<file path="config.mk">
export PLATFORM = sky130hd
export DESIGN_NAME = lms_pair_rd_sched
export DESIGN_NICKNAME = d
export VERILOG_FILES = /design/src/rtl/lms_pkg.sv /design/src/rtl/lms_pair_skid.sv /design/src/rtl/lms_pair_rd_sched.sv
export SDC_FILE = /design/constraint.sdc
export NUM_CORES = 1
export LEC_CHECK = 0
export CORE_ASPECT_RATIO = 1.1
export CORE_MARGIN = 10
export CORE_UTILIZATION = 35
export CTS_BUF_LIST = sky130_fd_sc_hd__clkbuf_16
export CTS_CLUSTER_DIAMETER = 80
export DETAILED_ROUTE_END_ITERATION = 7
export PLACE_DENSITY = 0.67
export SETUP_SLACK_MARGIN = 0.1
export SLEW_MARGIN = 20
export SYNTH_ARGS = -nofsm -noshare
export SYNTH_HDL_FRONTEND = slang
export SYNTH_SLANG_ARGS = --single-unit
</file>
<file path="constraint.sdc">
create_clock -name rd_clk -period 2.95 [get_ports rd_clk]
set_input_delay 0.59 -clock rd_clk [delete_from_list [all_inputs] [get_ports rd_clk]]
set_output_delay 0.59 -clock rd_clk [all_outputs]
set_load 0.01 [all_outputs]
</file>
<file path="src/rtl/lms_pkg.sv">
// Shared types for the LMS (x, d) pair read scheduler: FSM states, default widths and the pair record.
package lms_pkg;

  localparam int LMS_DATA_W = 16;
  localparam int LMS_LVL_W  = 11;

  typedef enum logic [1:0] {
    IDLE  = 2'd0,
    BURST = 2'd1,
    DRAIN = 2'd2
  } state_t;

  typedef struct packed {
    logic [LMS_DATA_W-1:0] x;
    logic [LMS_DATA_W-1:0] d;
    logic                  last;
  } pair_t;

endpackage

</file>
<file path="src/rtl/lms_pair_skid.sv">
// Two-entry FIFO of pair records; the head entry is always visible on rd_data.
module lms_pair_skid
  import lms_pkg::*;
#(
  parameter type T = pair_t
) (
  input  logic       clk,
  input  logic       srst,
  input  logic       wr,
  input  T           wr_data,
  input  logic       rd,
  output T           rd_data,
  output logic [1:0] count
);

  T           mem_reg [2];
  logic       wr_ptr_reg;
  logic       rd_ptr_reg;
  logic [1:0] count_reg;
  logic       do_rd;

  // A read request against an empty buffer is ignored.
  assign do_rd = rd && (count_reg != 2'd0);

  always_ff @(posedge clk) begin
    if (srst) begin
      for (int i = 0; i < 2; i++) begin
        mem_reg[i] <= '0;
      end
      wr_ptr_reg <= 1'b0;
      rd_ptr_reg <= 1'b0;
      count_reg  <= 2'd0;
    end else begin
      if (wr) begin
        mem_reg[wr_ptr_reg] <= wr_data;
        wr_ptr_reg          <= ~wr_ptr_reg;
      end
      if (do_rd) begin
        rd_ptr_reg <= ~rd_ptr_reg;
      end
      case ({wr, do_rd})
        2'b10:   count_reg <= count_reg + 2'd1;
        2'b01:   count_reg <= count_reg - 2'd1;
        default: count_reg <= count_reg;
      endcase
    end
  end

  assign rd_data = mem_reg[rd_ptr_reg];
  assign count   = count_reg;

endmodule

</file>
<file path="src/rtl/lms_pair_rd_sched.sv">
// Frame-based lockstep reader for the x/d LMS FIFOs feeding a valid/ready pair stream.
// Define LMS_PAIR_SCHED_STATS_EN to add the frame_cnt / stall_cnt statistics outputs.
module lms_pair_rd_sched
  import lms_pkg::*;
#(
  parameter int DATA_W    = LMS_DATA_W,
  parameter int LVL_W     = LMS_LVL_W,
  parameter int FRAME_LEN = 32
) (
  input  logic              rd_clk,
  input  logic              rd_rst,
  input  logic              enable,
  output logic              x_rd_en,
  input  logic [DATA_W-1:0] x_rd_data,
  input  logic              x_rd_empty,
  input  logic [LVL_W-1:0]  x_rd_water_level,
  output logic              d_rd_en,
  input  logic [DATA_W-1:0] d_rd_data,
  input  logic              d_rd_empty,
  input  logic [LVL_W-1:0]  d_rd_water_level,
  output logic              m_valid,
  input  logic              m_ready,
  output logic [DATA_W-1:0] m_x,
  output logic [DATA_W-1:0] m_d,
  output logic              m_last,
  output logic              busy,
  output logic              frame_done
`ifdef LMS_PAIR_SCHED_STATS_EN
  ,
  output logic [15:0]       frame_cnt,
  output logic [15:0]       stall_cnt
`endif
);

  localparam int REM_W = $clog2(FRAME_LEN + 1);
  localparam logic [REM_W-1:0] FRAME_REM = REM_W'(FRAME_LEN);
  localparam logic [LVL_W-1:0] FRAME_LVL = LVL_W'(FRAME_LEN);

  typedef struct packed {
    logic [DATA_W-1:0] x;
    logic [DATA_W-1:0] d;
    logic              last;
  } pair_w_t;

  state_t           state_reg, state_next;
  logic [REM_W-1:0] remain_reg, remain_next;
  logic             inflight_reg;
  logic             inflight_last_reg;
  logic [1:0]       buf_cnt;
  logic             fifo_empty;
  logic             credit_ok;
  logic             pop;
  logic             start;
  logic             drained;
  pair_w_t          wr_pair;
  pair_w_t          head;

  assign fifo_empty = x_rd_empty | d_rd_empty;
  // Entries already buffered plus the one still in the FIFO read pipeline must leave a free slot.
  assign credit_ok  = ({1'b0, buf_cnt} + {2'b00, inflight_reg}) < 3'd2;
  assign pop        = (state_reg == BURST) && (remain_reg != '0) && !fifo_empty && credit_ok;
  assign start      = enable && (x_rd_water_level >= FRAME_LVL) && (d_rd_water_level >= FRAME_LVL);
  assign drained    = (buf_cnt == 2'd0) && !inflight_reg;

  always_comb begin
    state_next  = state_reg;
    remain_next = remain_reg;
    case (state_reg)
      IDLE: begin
        if (start) begin
          state_next  = BURST;
          remain_next = FRAME_REM;
        end
      end
      BURST: begin
        if (pop) begin
          remain_next = remain_reg - 1'b1;
          if (remain_reg == REM_W'(1)) begin
            state_next = DRAIN;
          end
        end
      end
      DRAIN: begin
        if (drained) begin
          state_next = IDLE;
        end
      end
      default: state_next = IDLE;
    endcase
  end

  always_ff @(posedge rd_clk) begin
    if (rd_rst) begin
      state_reg         <= IDLE;
      remain_reg        <= '0;
      inflight_reg      <= 1'b0;
      inflight_last_reg <= 1'b0;
    end else begin
      state_reg         <= state_next;
      remain_reg        <= remain_next;
      inflight_reg      <= pop;
      inflight_last_reg <= pop && (remain_reg == REM_W'(1));
    end
  end

  // FIFO data arrives one cycle after the pop, together with its last tag.
  assign wr_pair.x    = x_rd_data;
  assign wr_pair.d    = d_rd_data;
  assign wr_pair.last = inflight_last_reg;

  lms_pair_skid #(
    .T(pair_w_t)
  ) u_skid (
    .clk     (rd_clk),
    .srst    (rd_rst),
    .wr      (inflight_reg),
    .wr_data (wr_pair),
    .rd      (m_ready),
    .rd_data (head),
    .count   (buf_cnt)
  );

  assign x_rd_en    = pop;
  assign d_rd_en    = pop;
  assign m_valid    = (buf_cnt != 2'd0);
  assign m_x        = head.x;
  assign m_d        = head.d;
  assign m_last     = head.last;
  assign busy       = (state_reg != IDLE);
  assign frame_done = (state_reg == DRAIN) && drained;

`ifdef LMS_PAIR_SCHED_STATS_EN
  logic [15:0] frame_cnt_reg;
  logic [15:0] stall_cnt_reg;

  always_ff @(posedge rd_clk) begin
    if (rd_rst) begin
      frame_cnt_reg <= 16'd0;
      stall_cnt_reg <= 16'd0;
    end else begin
      if (frame_done) begin
        frame_cnt_reg <= frame_cnt_reg + 16'd1;
      end
      // Only starvation counts as a stall; credit back-pressure does not.
      if ((state_reg == BURST) && (remain_reg != '0) && fifo_empty && (stall_cnt_reg != 16'hFFFF)) begin
        stall_cnt_reg <= stall_cnt_reg + 16'd1;
      end
    end
  end

  assign frame_cnt = frame_cnt_reg;
  assign stall_cnt = stall_cnt_reg;
`endif

endmodule
</file>
==> summary.txt, run 1 <==
Job
  – Count of max-cap constraint violations: 0

GRT
  – First-pass GRT wire length: 13,100 um
  – Total global routing overflow: 0
  – Number of antenna violations at the first check in global routing: 0
  – Pin count of the biggest net entering global routing: 34
  – Vias in the first global route: 2,593
  – GRT Util Overall: 0.109

Pwr
  – Worst IR Drop VDD: about 230 uV
  – Net switching fraction of the power: 0.203
  – Power density normalized to cell area: about 530 nW/um2
  – Leakage power summed over all cells: 1.85 nW
  – Part of the power in registers: 0.479
  – Total power of the final layout: 0.00270 W
  – Clock network fraction of total power: 0.433
  – Switch Pwr: 0.000547 W
  – Cell-internal power: approximately 0.0021 W
  – Combinational power share: 0.089

Clock network
  – Number of levels in the clock H-tree: 3
  – Clock transition at the registers of the reported paths: 0.06 ns
  – Number of buffers added to fix hold violations after cts: 0
  – Inserted Clock Buffers: 9
  – Number of setup buffers added after CTS: 0
  – Post-cts sizing count: 0
  – Longest Clk Path Bufs: 2
  – CTS tree: built
  – Cell chosen for the clock root: sky130_fd_sc_hd__clkbuf_16
  – Clk sinks: 81
  – Clk_lat worst skew: between 0.3 and 0.4 ns

Setup path
  – Most used cell along the critical path: sky130_fd_sc_hd__clkdlybuf4s50_1
  – Worst path slowest cell: sky130_fd_sc_hd__clkdlybuf4s50_1
  – Critical path, cell by cell: clkdlybuf4s50_1 > nor4b_4 > o211ai_4 > inv_4 > clkdlybuf4s50_1
  – Critical path start-end classification: in -> out
  – Launching element type of the critical path: input port
  – Required arrival time at the worst endpoint: 2.36 ns
  – Endpoint kind of the worst setup timing path: output port
  – Family with the most delay on the worst path: buffers and inverters
  – Worst path bufs/invs: 3
  – Worst path arrival time: 2.16 ns
  – Maximum fanout encountered on the critical timing path: 6
  – Worst R2R Setup Slack: 0.97 ns
  – Maximum single-stage delay on the critical path: 0.54 ns

Die
  – Std-Cell Core Area: 10,300 um2
  – Effective utilization at floorplan: 0.355
  – Row cnt: 39
  – Vertical die dimension: 127 um
  – DIE AREA: 15,000 um2
  – Width of the chip: 118 um
  – I/O pins: between 90 and 100

Drt
  – Detailed-route vias per instance: 4.67
  – DRC violation total after the first TritonRoute iteration: 58
  – Remaining design rule violation count: 0
  – Total vias in the final route: 2,405
  – Wire per inst: between 15 and 20 um
  – Detailed-routed wire length on met2: about 4200 um
  – Sum of routed wire length over all layers: 8070 um
  – Count of TritonRoute iterations in the first routing pass: 4
  – Remaining antenna violation count after routing: 0
  – Met1 WL: between 3000 and 4000 um
  – Uppermost metal layer occupied by signal nets: met4
  – Wire length on met3: around 370 um

Timing
  – Fin. max-slew vios: 0
  – Post-route clock skew: 0.00696 ns
  – Final number of setup-violating endpoints: 0
  – Setup ws final: roughly 0.20 ns
  – RSZ-0062 raised after global routing: no
  – Transition time at the pin with the least slew margin: 1.03 ns
  – Upper clock frequency limit: 0.364 GHz
  – Post-Route Setup TNS: 0 ns
  – Final worst path period need: 2.75 ns
  – Final worst path period share: 0.932
  – Worst slew slack as a fraction of its limit: 0.311
  – Hold violation count in the final report: 0

Layout
  – Combined area of the multi-input logic cells: approximately 1300 um2
  – Final Core Density: 0.488
  – Number of diodes: 0
  – Area Overhead vs Synth: 37.4%
  – Max FFs per register: 66
  – Number of nets in the final layout: 431
  – Sequential cell area: about 2300 um2
  – Share of final-layout standard cells stronger than drive strength 1: 0.180
  – Number of fill cells in the layout: 954

Place
  – Weighted congestion at the end of routability-driven global placement: around 0.8
  – Number of buffers added on ports: 87
  – Dpl ws: about 0.20 ns
  – Total half-perimeter wirelength after legalization and detailed placement: 5510 um

Logic synthesis
  – Synthesized cell area: 3680 um2
  – Number of flip-flops and latches in the synthesized netlist: 81
  – Number of warnings reported in the yosys synthesis log: 0
  – Number of library cell types mapped by synthesis: 40
  – Net count of the mapped netlist: 343
  – Share of synthesized area occupied by flip-flops and latches: 0.621
  – Mean instance size in the synthesized netlist: 13.2 um2
  – Number of cells produced by synthesis: 279

Min path
  – Hold WC Path Type: reg -> reg

Run status
  – Result of the run: finished, final reports clean
## metrics by stage
| stage | cells | hold slack (ns) | cell area (um2) |
|---|---|---|---|
| floorplan | 279 | 0.480 | 3680 |
| global placement | 499 | 0.499 | 4740 |
| detailed placement | 499 | 0.499 | 4740 |
| CTS | 515 | 0.519 | 5050 |
| global route | 515 | 0.553 | 5050 |
| finish | 515 | 0.517 | 5050 |
## synthesized netlist by cell type, drive strengths merged
library cell	count	area (um2)
o211ai	1	21.3
nor2b	1	6.26
ha	4	50.1
a21oi	5	25.0
a211oi	2	15.0
o21bai	1	7.51
inv	8	32.5
o22ai	1	6.26
or3b	1	8.76
dfxtp	15	300
and3	1	6.26
buf	1	7.51
xor2	1	8.76
nor2	13	48.8
edfxtp	66	1980
mux2	33	372
a31oi	3	18.8
o41ai	2	17.5
nand2b	1	6.26
and2	68	425
o32ai	1	8.76
clkbuf	14	52.6
or4	1	11.3
xnor2	3	26.3
nor4b	1	23.8
nand4	1	6.26
o211a	1	10.0
nand2	4	15.0
nor3	6	30.0
nor4	3	18.8
or3	4	26.3
o311a	1	10.0
o21ai	3	18.8
and3b	1	8.76
nand3	2	10.0
or2	3	18.8
nor3b	2	15.0
## final timing paths
kind                                                startpoint  depth (start not counted)                                   to
worst max-delay path                                d_rd_empty                          5                              x_rd_en
worst min-delay path            u_skid.rd_ptr_reg$_SDFFE_PP0P_                          2       u_skid.rd_ptr_reg$_SDFFE_PP0P_
worst max register to register         inflight_reg$_SDFF_PP0_                          4  u_skid.mem_reg[0][20]$_SDFFCE_PN0P_
worst min register to register  u_skid.rd_ptr_reg$_SDFFE_PP0P_                          2       u_skid.rd_ptr_reg$_SDFFE_PP0P_
## layout by cell type, fill, tap and decap left out, types with 2 or more instances in the layout
master                            netlist  final
sky130_fd_sc_hd__nand3_1                2      2
sky130_fd_sc_hd__bufinv_16              0      2
sky130_fd_sc_hd__or3_1                  3      3
sky130_fd_sc_hd__dfxtp_1               15     14
sky130_fd_sc_hd__buf_4                  1      4
sky130_fd_sc_hd__o41ai_1                2      2
sky130_fd_sc_hd__clkdlybuf4s50_1        0     87
sky130_fd_sc_hd__a31oi_1                3      3
sky130_fd_sc_hd__nor4_1                 3      3
sky130_fd_sc_hd__nor3_1                 6      5
sky130_fd_sc_hd__and2_1                68     68
sky130_fd_sc_hd__nor2_1                13     13
sky130_fd_sc_hd__a211oi_1               2      2
sky130_fd_sc_hd__ha_1                   4      4
sky130_fd_sc_hd__mux2_2                33     33
sky130_fd_sc_hd__clkbuf_16              0      9
sky130_fd_sc_hd__nand2_1                4      4
sky130_fd_sc_hd__a21oi_1                5      5
sky130_fd_sc_hd__or2_2                  3      3
sky130_fd_sc_hd__clkinv_2               0      3
sky130_fd_sc_hd__o21ai_0                2      2
sky130_fd_sc_hd__xnor2_1                3      3
sky130_fd_sc_hd__edfxtp_1              66     66
sky130_fd_sc_hd__inv_1                  7      8
## worst min-delay path: cells and delay by family, from the launching register on
kind	cells	cell delay, ns
and+or+nand+nor	1	0.08
xor gates and xnor gates	1	0.08
DFF	1	0.32
## area by class of cell
type	count	share of cell area
Sequential cell	81	0.452
Clock inverter	7	0.0171
Tap cell	143	0.0354
Inverter	8	0.00644
Clock buffer	9	0.0446
Timing Repair Buffer	92	0.182
Multi-Input combinational cell	175	0.262
## metal layers
| metal | up-vias | global-route usage |
|---|---|---|
| li1 | 1173 | - |
| met1 | 1165 | 0.118 |
| met2 | 55 | 0.195 |
| met3 | 12 | 0.0330 |
| met4 | 0 | 0.0480 |
| met5 | - | 0 |
## power groups by stage
stage / registers, W / clock network (W) / logic (W)
finish: 0.00129 / 0.00117 / 0.000239
detailed placement: 0.00132 / 0 / 0.000243
CTS: 0.00129 / 0.00119 / 0.000244
floorplan: 0.00131 / 0 / 0.0000983
global route: 0.00129 / 0.00124 / 0.000258
global placement: 0.00131 / 0 / 0.000240
## cell families after synthesis
| family | synth area share |
|---|---|
| DFF | 0.621 |
| xor gates and xnor gates | 0.00953 |
| AOI/OAI and AO/OA | 0.0432 |
| buffers and inverters | 0.0252 |
| muxes | 0.101 |
| and+or+nand+nor | 0.187 |
| adders and majority gates | 0.0136 |
No activity file was read; power rests on OpenSTA's default activity.
==> run 2: changes to the inputs <==
--- a/config.mk
+++ b/config.mk
@@ -10,6 +10,7 @@
 export CORE_UTILIZATION = 35
 export CTS_BUF_LIST = sky130_fd_sc_hd__clkbuf_16
 export CTS_CLUSTER_DIAMETER = 80
+export CTS_CLUSTER_SIZE = 28
 export DETAILED_ROUTE_END_ITERATION = 7
 export PLACE_DENSITY = 0.67
 export SETUP_SLACK_MARGIN = 0.1
==> results of run 2 <==
Final layout, timing and power as in run 1 (identical DEF).
